File: src/rtl/sdram_wb_adapter.sv
// Bridges a pipelined Wishbone slave onto the SDRAM controller command handshake.
// Requests queue in a small FIFO; acks return in order as the controller reports completion.
module sdram_wb_adapter #(
  parameter int FIFO_DEPTH      = 4,
  parameter int MAX_OUTSTANDING = 4
) (
  input  logic        clk,
  input  logic        reset,
  input  logic        wbs_cyc,
  input  logic        wbs_stb,
  input  logic        wbs_we,
  input  logic [31:0] wbs_adr,
  input  logic [15:0] wbs_dat_i,
  output logic [15:0] wbs_dat_o,
  output logic        wbs_ack,
  output logic        wbs_stall,
  output logic        sdram_access,
  output logic        sdram_cmd_ready,
  output logic        sdram_wr_rdn,
  output logic [31:0] sdram_addr,
  output logic [15:0] sdram_wr_data,
  input  logic        sdram_cmd_accepted,
  input  logic        sdram_cmd_done,
  input  logic [15:0] sdram_rd_data
);

  localparam int PTR_W = $clog2(FIFO_DEPTH);
  localparam int CNT_W = $clog2(FIFO_DEPTH + 1);
  localparam logic [CNT_W-1:0] FULL_CNT = CNT_W'(FIFO_DEPTH);
  localparam logic [2:0]       MAX_OUT  = 3'(MAX_OUTSTANDING);

  typedef enum logic [1:0] {
    ST_IDLE   = 2'd0,
    ST_ACTIVE = 2'd1,
    ST_DRAIN  = 2'd2
  } state_t;

  state_t           state;
  logic [PTR_W-1:0] wr_ptr;
  logic [PTR_W-1:0] rd_ptr;
  logic [CNT_W-1:0] cnt;
  logic [2:0]       outstanding;
  logic             ack_p1;

  logic             fifo_we  [FIFO_DEPTH];
  logic [31:0]      fifo_adr [FIFO_DEPTH];
  logic [15:0]      fifo_dat [FIFO_DEPTH];

  logic fifo_full;
  logic fifo_empty;
  logic out_zero;
  logic push;
  logic pop;
  logic done_v;
  logic flush;
  logic ack_set;

  assign fifo_full  = (cnt == FULL_CNT);
  assign fifo_empty = (cnt == '0);
  assign out_zero   = (outstanding == 3'd0);

  assign wbs_stall       = fifo_full | (state == ST_DRAIN);
  assign sdram_cmd_ready = ~fifo_empty & (outstanding < MAX_OUT) & (state == ST_ACTIVE);
  assign sdram_addr      = fifo_adr[rd_ptr];
  assign sdram_wr_rdn    = fifo_we[rd_ptr];
  assign sdram_wr_data   = fifo_dat[rd_ptr];

  assign push   = wbs_cyc & wbs_stb & ~wbs_stall;
  assign pop    = sdram_cmd_accepted & sdram_cmd_ready;
  assign done_v = sdram_cmd_done & ~out_zero;
  // Master leaving the cycle with work still pending abandons it: queue dropped, in-flight drained silently.
  assign flush  = (state == ST_ACTIVE) & ~wbs_cyc & ~(fifo_empty & out_zero);
  // A master that has dropped cyc has abandoned the cycle and must not see an ack.
  assign ack_set = done_v & (state == ST_ACTIVE) & wbs_cyc;
  assign wbs_ack = ack_p1 & wbs_cyc;

  // Stage p0: command storage, written on push
  always_ff @(posedge clk) begin
    if (push) begin
      fifo_we[wr_ptr]  <= wbs_we;
      fifo_adr[wr_ptr] <= wbs_adr;
      fifo_dat[wr_ptr] <= wbs_dat_i;
    end
  end

  // Stage p1: control state, occupancy, in-flight count and registered completion
  always_ff @(posedge clk or posedge reset) begin
    if (reset) begin
      state        <= ST_IDLE;
      sdram_access <= 1'b0;
      wr_ptr       <= '0;
      rd_ptr       <= '0;
      cnt          <= '0;
      outstanding  <= 3'd0;
      ack_p1       <= 1'b0;
      wbs_dat_o    <= 16'h0000;
    end else begin
      case (state)
        ST_IDLE: begin
          if (wbs_cyc) begin
            state        <= ST_ACTIVE;
            sdram_access <= 1'b1;
          end
        end
        ST_ACTIVE: begin
          if (!wbs_cyc) begin
            if (fifo_empty && out_zero) begin
              state        <= ST_IDLE;
              sdram_access <= 1'b0;
            end else begin
              state <= ST_DRAIN;
            end
          end
        end
        ST_DRAIN: begin
          if (out_zero) begin
            state        <= ST_IDLE;
            sdram_access <= 1'b0;
          end
        end
        default: begin
          state        <= ST_IDLE;
          sdram_access <= 1'b0;
        end
      endcase

      if (flush) begin
        wr_ptr <= '0;
        rd_ptr <= '0;
        cnt    <= '0;
      end else begin
        if (push) wr_ptr <= wr_ptr + 1'b1;
        if (pop)  rd_ptr <= rd_ptr + 1'b1;
        case ({push, pop})
          2'b10:   cnt <= cnt + 1'b1;
          2'b01:   cnt <= cnt - 1'b1;
          default: ;
        endcase
      end

      case ({pop, done_v})
        2'b10:   outstanding <= outstanding + 1'b1;
        2'b01:   outstanding <= outstanding - 1'b1;
        default: ;
      endcase

      ack_p1 <= ack_set;
      if (ack_set) wbs_dat_o <= sdram_rd_data;
    end
  end

endmodule

File: config.mk
export PLATFORM = sky130hd
export DESIGN_NAME = sdram_wb_adapter
export DESIGN_NICKNAME = d
export VERILOG_FILES = /design/src/rtl/sdram_wb_adapter.sv
export SDC_FILE = /design/constraint.sdc
export NUM_CORES = 1
export LEC_CHECK = 0
export CELL_PAD_IN_SITES_DETAIL_PLACEMENT = 1
export CELL_PAD_IN_SITES_GLOBAL_PLACEMENT = 1
export CORE_UTILIZATION = 41
export CTS_CLUSTER_SIZE = 10
export DETAILED_ROUTE_END_ITERATION = 6
export DONT_BUFFER_PORTS = 1
export PLACE_DENSITY_LB_ADDON = 0.1
export SETUP_SLACK_MARGIN = 0.5
export SLEW_MARGIN = 30
export SYNTH_ARGS = -nofsm -noshare
export SYNTH_HDL_FRONTEND = slang
export SYNTH_SLANG_ARGS = --single-unit
File: constraint.sdc
create_clock -name clk -period 5.8 [get_ports clk]
set_input_delay 0.58 -clock clk [delete_from_list [all_inputs] [get_ports clk]]
set_output_delay 0.58 -clock clk [all_outputs]
set_load 0.01 [all_outputs]
# [Yosys cells after proc, flatten, opt, wreduce, memory -nomap -nowiden]
# Memory sizes are Yosys's and may differ from the RTL's.
# Index checks and enable logic that the tools add are counted.
[word_totals] register_bits=30 mem_bits_rw=196 input_bits=71 word_cells=76 memories=3
[op_classes] n_addsub=6 n_lt_le_gt_ge=1 eq_ne=11 n_mux=19 bitwise_logic=18 n_reduce_logical=10
[memory_table] name="fifo_adr" words=4 word_bits=32 read_ports=1 rd_ports_with_merged_regs=0 write_ports=1 line_no="46" source="logic [31:0] fifo_adr [FIFO_DEPTH];"
[memory_table] name="fifo_dat" words=4 word_bits=16 read_ports=1 rd_ports_with_merged_regs=0 write_ports=1 line_no="47" source="logic [15:0] fifo_dat [FIFO_DEPTH];"
[memory_table] name="fifo_we" words=4 word_bits=1 read_ports=1 rd_ports_with_merged_regs=0 write_ports=1 line_no="45" source="logic fifo_we [FIFO_DEPTH];"
[ops] op="2-bit 2-to-1 mux" n=8
[ops] op="1-bit AND" n=12
[ops] op="3-bit case mux with 2 select lines" n=2
[ops] op="3-bit by 1-bit adder with 3-bit output (second input constant)" n=2
[ops] op="2-bit by 1-bit equality test with 1-bit output (second input constant)" n=3
[ops] op="2-bit equality test (second input constant)" n=3
[ops] op="3-bit logical NOT" n=2
[ops] op="1-bit 2-to-1 mux" n=6
[ops] op="2-bit != test (second input constant)" n=3
[ops] op="2-bit case mux with 3 select lines" n=1
[ops] op="2-bit nonzero test" n=3
[ops] op="3-bit by 1-bit subtractor with 3-bit output (second input constant)" n=2
[ops] op="1-bit NOT" n=5
[ops] op="2-bit by 1-bit adder with 2-bit output (second input constant)" n=2
[ops] op="4-bit AND reduction" n=1
[ops] op="3-bit equality test (second input constant)" n=1
[ops] op="3-bit less-than comparator (second input constant)" n=1
[ops] op="3-bit 2-to-1 mux" n=1
[ops] op="1-bit case mux with 3 select lines" n=1
[ops] op="3-bit AND reduction" n=1
[ops] op="3-bit nonzero test" n=1
[ops] op="2-bit logical NOT" n=1
[ops] op="2-bit by 1-bit != test with 1-bit output (second input constant)" n=1
[ops] op="1-bit logical AND" n=1
[ops] op="1-bit bitwise OR" n=1

# [Logic depth before layout (Yosys ltp)]
# Gate-level depths: netlist of run 1.
[logic_depth] word_depth=8 ltp_mapped=9 depth_no_buf=9

# [Least setup slack after synthesis of run 1]
# OpenSTA, ideal clock, no wires.
[synth_timing] path_type="in2reg" from="input port wbs_cyc" to="memory fifo_adr[0][0] (enable)" setup_ps=412 t_arrival_ps=2371 required_ps=5388 slack_ps=3017 cell_stages=3 path_buffers=0 path_cell_list="nand2_1 a211oi_2 and2_1"
[synth_via] elab_chain_len=4
[synth_rtl] element="from (decl)" line_no="9" source="input logic wbs_cyc,"
[synth_rtl] element="1-bit AND (2 in series)" line_no="68" source="assign push = wbs_cyc & wbs_stb & ~wbs_stall;"
[synth_rtl] element="1-bit 2-to-1 mux" line_no="79" source="if (push) begin"
[synth_rtl] element="1-bit 2-to-1 mux (implied by the code)" line_no="81" source="fifo_adr[wr_ptr] <= wbs_adr;"
[synth_rtl] element="to (decl)" line_no="46"
# No other way between the ends.

# [Worst setup path after layout of run 1]
[layout_timing] from="register rd_ptr[0]" to="output port sdram_addr[31]"
[layout_via] elab_chain_len=1
[layout_rtl] element="from (decl)" line_no="40" source="logic [PTR_W-1:0] rd_ptr;"
[layout_rtl] element="from (signal assigned)" line_no="133" source="if (pop) rd_ptr <= rd_ptr + 1'b1;"
[layout_rtl] element="memory 4 x 32 bit"
[layout_rtl] element="to (decl)" line_no="20" source="output logic [31:0] sdram_addr,"
# No other way between the ends.

==> impl_results.md, run 1 <==
* Total clock buffers created by CTS at 27
* CTS resizes at 0
* Gr ovfl total at 0
* Leakage power at 3.112 nW
* Fin. max-slew vios at 0
* X dimension of the die at 145.7 um
* Count of endpoints failing hold in the final timing report at 0
* Final worst path period need at 2765 ps
* Routability congestion estimate at 0.7020
* Overall power after layout at 4.442 mW
* Final HPWL DP at 8950 um
* Smallest setup slack after layout at 3035 ps
* Vias in the first global route at 3996
* # fillers at 1844
* Total of flip-flops plus latches after synthesis at 226
* Number of clock sinks at 226
* Post-DR wirelength/cell at 23.00 um
* Proportion of synthesized flip-flops having asynchronous set or reset at 13.27%
* Layout-stage area growth over the synthesis result at 13.29%
* Reg2reg path depth at 7
* Critical path endpoint category: primary output
* Count of max-cap constraint violations at 0
* Worst min-delay path category: in -> async
* CTS tree: done
* Layout Utilization at 47.43%
* H-tree depth reported by CTS at 1
* Final total negative setup slack at 0 ps
* Run status: complete, no violations
* Transition at the pin with the smallest max-transition slack at 797.6 ps
* Proportion of layout cells with a drive suffix above 1 at 27.91%
* Count of TritonRoute iterations in the first routing pass at 6
* Most frequently used flop master after synthesis: sky130_fd_sc_hd__edfxtp_1
* Maximum fanout along the worst path at 29
* Peak clock frequency supported by timing at 0.3616 GHz
* Mean area per synthesized cell at 22.83 um^2
* Largest net degree at the start of global routing at 50
* Rows at 52
* Post-CTS setup buffers at 0
* Layout Skew at 6.663 ps
* Power density over the cells at 462.9 mW/mm^2
* Area taken by flip-flops and latches at 0.006641 mm^2
* Count of cell types in the netlist at 32
* Total number of yosys warnings at 0
* Maximum vdd ir drop at 0.2245 mV
* Cell Count Post-Placement at 634
* Total non-filler cell area in the finished layout at 0.009597 mm^2
* Ant. Diodes at 0
* Height of the die at 145.7 um
* Max-Slew Margin vs Limit at 46.83%
* Total number of vias at 3619
* Clock Pin Slew Worst Setup and Hold Paths at 50 ps
* Final hold slack at 41.90 ps
* CP Launch Type: register
* Post-synth design cell area at 0.008471 mm^2
* Critical path class: reg -> out
* DR DRC count at 0
* All-Layer GR Usage at 15.00%
* Effective utilization at floorplan at 41.86%
* Port Buf Inserts at 0
* Initial DRC count at 136
* Insertion delay of the later-clocked pin in the worst-skew pair at 510 ps
* Final clock period utilization by the worst path at 47.68%
* Synthesized netlist net count at 449
* Synthesized instance count at 371
* Total of endpoints with negative setup slack in the final report at 0
* Root Buffer Master: sky130_fd_sc_hd__clkbuf_16
* Core footprint at 0.02023 mm^2
* Setup repair after global routing missed its margin: false
* Worst Path Arrival at 2190 ps
* Antenna violations before repair at 0
* Post-layout instance count excluding filler cells at 682
* Area used by multi-input combinational logic at 0.001754 mm^2
* Max clock buf depth at 3
* Worst endpoint required time at 5220 ps
* Post-detailed-route via-to-cell ratio at 5.306
* Post-DRT Antenna Nets at 0
* Final net count at 471
* First-pass GRT wire length at 24090 um
* Sequential element share of the synthesized area at 78.35%
* Placed standard-cell area at 0.008836 mm^2
* Start of the worst register-to-register path: cnt[0]
* Count of hold buffers inserted by post-cts repair at 0
* Wirelength, routed at 15680 um
* DP Worst Slack at 3253 ps
* Die area at 0.02124 mm^2
* Reg2Reg Setup Slack at 3320 ps
* Capturing point of the worst reg2reg path: cnt[2]
* Number of synthesized flops with an enable pin at 196
* Io pins at 140
report_power, final:
group	total [mW]	internal [mW]	switching, mW
registers	2.18	2.01	0.174
clock network	1.46	0.865	0.590
logic	0.806	0.372	0.434
total	4.44	3.24	1.20
layer usage:
metal	global-route usage, %	share of wire, %
met1	18.68	40
met2	24.88	49
met3	5.078	8.0
met4	4.526	2.2
met5	0	0
critical path, stage by stage (launching register included):
cell and delay (ps):
sky130_fd_sc_hd__dfrtp_4 750, sky130_fd_sc_hd__buf_16 310, sky130_fd_sc_hd__mux4_2 600
sequential cells by signal, summed over array words and instances (netlist names):
name / count
cnt: 3
fifo_dat: 64
fifo_adr: 128
ack_p1: 1
sdram_access: 1
state: 2
outstanding: 3
rd_ptr: 2
wr_ptr: 2
fifo_we: 4
wbs_dat_o: 16
cell families after synthesis:
| group | after synthesis | synth area share, % |
|---|---|---|
| DFF | 226 | 78.35 |
| adders and majority gates | 7 | 1.211 |
| muxes | 68 | 15.51 |
| and+or+nand+nor | 33 | 2.290 |
| buffers and inverters | 22 | 1.137 |
| xor gates and xnor gates | 8 | 0.8272 |
| AOI/OAI and AO/OA | 7 | 0.6794 |
cell usage in the layout, fill, tap and decap left out, types with 5 or more instances in the layout:
cell type | synthesis | final
sky130_fd_sc_hd__mux2_2 | 16 | 16
sky130_fd_sc_hd__mux4_2 | 49 | 49
sky130_fd_sc_hd__edfxtp_1 | 196 | 196
sky130_fd_sc_hd__inv_1 | 8 | 8
sky130_fd_sc_hd__ha_1 | 5 | 5
sky130_fd_sc_hd__buf_4 | 0 | 6
sky130_fd_sc_hd__xnor2_1 | 5 | 5
sky130_fd_sc_hd__nor2_1 | 10 | 10
sky130_fd_sc_hd__clkbuf_1 | 7 | 19
sky130_fd_sc_hd__clkbuf_16 | 0 | 27
sky130_fd_sc_hd__dfrtp_1 | 30 | 28
cell type report:
type                            instances  area share [%]
Sequential cell                       226           69.20
Multi-Input combinational cell        123           18.28
Clock buffer                           46           7.784
Tap cell                              270           3.520
Timing Repair Buffer                    7          0.7562
Inverter                                8          0.3129
Clock inverter                          2          0.1434
synthesized netlist by cell type, types with 3 or more instances:
cell type                  count  share of area, %
sky130_fd_sc_hd__edfxtp_1    196                69
sky130_fd_sc_hd__xor2_1        3              0.31
sky130_fd_sc_hd__nor2_1       10              0.44
sky130_fd_sc_hd__buf_2         5              0.30
sky130_fd_sc_hd__dfrtp_1      30               8.9
sky130_fd_sc_hd__a21o_1        3              0.27
sky130_fd_sc_hd__and2_1        5              0.37
sky130_fd_sc_hd__inv_1         8              0.35
sky130_fd_sc_hd__mux2_2       16               2.1
sky130_fd_sc_hd__mux2i_1       3              0.35
sky130_fd_sc_hd__nand2_1       4              0.18
sky130_fd_sc_hd__clkbuf_1      7              0.31
sky130_fd_sc_hd__mux4_2       49                13
sky130_fd_sc_hd__xnor2_1       5              0.52
sky130_fd_sc_hd__ha_1          5              0.74
worst max-delay path by stage:
stage,from,endpoint,slack [ps],cells past startpoint
final,rd_ptr[0],sdram_addr[31],3030,2
after floorplan,wbs_cyc,fifo_adr[0][0],3020,3
after global placement,wbs_cyc,fifo_dat[3][1],3280,4
after detailed placement,wbs_cyc,fifo_adr[1][0],3250,4
after global routing,rd_ptr[0],sdram_wr_data[12],2890,2
after CTS,rd_ptr[0],sdram_addr[9],2950,2
(Power assumes the default switching activity.)
==> run 2: changes to the inputs <==
==> constraint.sdc (replaced) <==
create_clock -name clk -period 2.2 [get_ports clk]
set_input_delay 0.22 -clock clk [delete_from_list [all_inputs] [get_ports clk]]
set_output_delay 0.22 -clock clk [all_outputs]
set_load 0.01 [all_outputs]
==> run 2 against run 1 <==
Compared with the run above: first-iteration DRC count grew 15%; setup slack lost 3000 ps; critical path depth grew 1; sequential power grew to 2.6 times the previous value; worst hold slack lost 5.1 ps; total power grew to 3.0 times the previous value; via count grew 20%; sequential cell count is the same; clock skew grew 6.1 ps; clock-buffer cell count grew 2; combinational power grew to 4.6 times the previous value; global-route usage grew 5.0 points; critical endpoint is now sdram_wr_data[13]; largest power group unchanged.
==> impl_results.md, run 2 (synthesis results as in run 1) <==
* Fin. max-slew vios at 0
* Net switching share of the total power at 27.58%
* Most frequent cells in the layout: sky130_fd_sc_hd__edfxtp_1, sky130_fd_sc_hd__dlygate4sd3_1, sky130_fd_sc_hd__mux4_2, sky130_fd_sc_hd__clkbuf_16, sky130_fd_sc_hd__buf_6
* Number of instances on the worst hold path at 3
* Critical path's most frequent cell: sky130_fd_sc_hd__buf_12
* Final total negative setup slack at 0 ps
* Layout Skew at 12.72 ps
* P_int at 9.679 mW
* Final clock period utilization by the worst path at 96.44%
* Run status: complete, no violations
* Maximum vdd ir drop at 0.6767 mV
* First-pass GRT wire length at 30990 um
* Reg2reg path depth at 8
* Height of the die at 145.7 um
* Io pins at 140
* Critical path class: reg -> out
* Largest net degree at the start of global routing at 28
* Transition at the pin with the smallest max-transition slack at 737.9 ps
* Antenna violations before repair at 1
* Setup repair after global routing missed its margin: true
* DR DRC count at 0
* Proportion of layout cells with a drive suffix above 1 at 39.06%
* Final HPWL DP at 10030 um
* Die area at 0.02124 mm^2
* Post-detailed-route via-to-cell ratio at 5.111
* Routability congestion estimate at 0.7005
* Crit-path leading delay family: multiplexers
* Insertion delay of the later-clocked pin in the worst-skew pair at 520 ps
* CTS tree: done
* Sequential fraction of design power at 42.5%
* Layout Utilization at 59.49%
* Initial DRC count at 156
* Start of the worst register-to-register path: state[1]
* Max clock buf depth at 3
* Wirelength, routed at 21060 um
* Total of endpoints with negative setup slack in the final report at 0
* Peak clock frequency supported by timing at 0.4713 GHz
* Count of max-cap constraint violations at 0
* Number of clock sinks at 226
* Worst min-delay path category: in -> reg
* Commonest non-fill, non-tap cell in the layout: sky130_fd_sc_hd__edfxtp_1
* Flip-flop count of the largest register, all copies and words added at 128
* Capturing point of the worst reg2reg path: cnt[2]
* Vias in the first global route at 4890
* Total clock buffers created by CTS at 27
* Core footprint at 0.02023 mm^2
* X dimension of the die at 145.7 um
* Count of endpoints failing hold in the final timing report at 0
* Total number of vias at 4329
* Worst Path Arrival at 1900 ps
* Source of the worst hold timing path: sdram_cmd_done
* Sw Pwr at 3.686 mW
* Final worst path period need at 2122 ps
* Total stage count of the critical path at 3
* Leakage power at 4.187 nW
* Buffers and inverters on the worst path at 2
* Critical Path Max Stage Delay at 600 ps
* Root Buffer Master: sky130_fd_sc_hd__clkbuf_16
* Post-DRT Antenna Nets at 0
* Worst Hold Path EP: ack_p1
* Logic pwr share at 27.7%
* Max-Slew Margin vs Limit at 50.75%
* All-Layer GR Usage at 19.96%
* Worst-path cell chain: buf_12, buf_12, mux4_2
* Critical path endpoint category: primary output
* Registers with the most flip-flops: fifo_adr: 128 flops, fifo_dat: 64 flops, wbs_dat_o: 16 flops
* Reg2Reg Setup Slack at 110 ps
* Crit path max-delay cell type: sky130_fd_sc_hd__mux4_2
* Clock Pin Slew Worst Setup and Hold Paths at 60 ps
* Gr ovfl total at 0
* Port Buf Inserts at 0
* Power density over the cells at 1110 mW/mm^2
* Final net count at 633
* Effective utilization at floorplan at 41.86%
* Count of TritonRoute iterations in the first routing pass at 4
* H-tree depth reported by CTS at 1
* Overall power after layout at 13.36 mW
* Relative contribution of the clock network to total power at 29.8%
* Worst endpoint required time at 1980 ps
* Layout-stage area growth over the synthesis result at 42.11%
* Register containing the most flip-flops in the final layout: fifo_adr
* Rows at 52
* CP Launch Type: register
* Post-DR wirelength/cell at 24.87 um
* Maximum fanout along the worst path at 7
-- run 2: cell count changes in the layout (fill, tap and decap cells not counted), sizes merged --
cell	delta
diode	+1
buf	+89
clkbuf	+8
clkinv	-2
dlygate4sd3	+67
inv	+2
-- run 2: worst max-delay path by stage --
stage	from	end	slack [ps]
after floorplan	cnt[1]	fifo_adr[0][0]	170
after global placement	cnt[0]	cnt[2]	140
after global routing	rd_ptr[0]	sdram_wr_data[13]	30
after detailed placement	cnt[0]	cnt[2]	80
after CTS	rd_ptr[0]	sdram_addr[8]	70
final	rd_ptr[0]	sdram_wr_data[13]	80
-- run 2: power by group through the flow --
stage	clock, mW	sequential [mW]	combinational, mW
3_3_place_gp	0	5.73	2.42
3_5_place_dp	0	5.76	2.48
4_1_cts	4.05	5.67	3.56
6_report	3.98	5.68	3.71
2_1_floorplan	0	5.64	1.86
5_1_grt	4.24	5.74	3.96
-- run 2: layout make-up --
| type | instances | area [um^2] |
|---|---|---|
| Tap cell | 270 | 337.8 |
| Timing Repair Buffer | 169 | 2396 |
| Clock inverter | 2 | 17.52 |
| Multi-Input combinational cell | 123 | 1834 |
| Clock buffer | 48 | 774.5 |
| Inverter | 8 | 30.03 |
| Fill cell | 1709 | 8197 |
| Sequential cell | 226 | 6645 |
| Antenna cell | 1 | 2.502 |
-- run 2: worst min-delay path: cells and delay by family --
family | cells | cell delay [ps]
buf+inv | 1 | 150
simple gates | 2 | 120
-- run 2: metrics by stage --
stage	cells	instance area, um^2	worst slack, ps	hold WS [ps]
final	847	12040	78.36	36.81
after global routing	847	12040	33.96	37.68
after CTS	835	11770	66.10	65.04
after detailed placement	648	9042	84.78	267.6
after global placement	648	9042	139.7	257.4
after floorplan	371	8522	167.3	310.7
-- run 2: routing by layer --
layer  track usage (%)  vias up  routed length (um)
li1                  -     1905                   -
met1             23.74     2255                7980
met2             36.29      138               11520
met3             4.451       31                1145
met4             5.579        0                 413
met5                 0        -                   0
-- run 2: timing repair --
action / in CTS / in global routing
pin swaps: 11 / 4
setup endpoints to repair: 246 / 268
endpoints found under the hold margin: 231 / 0
hold buffers: 67 / 0
buffers inserted: 46 / 5
gates cloned: 24 / 6
resized for setup: 68 / 15
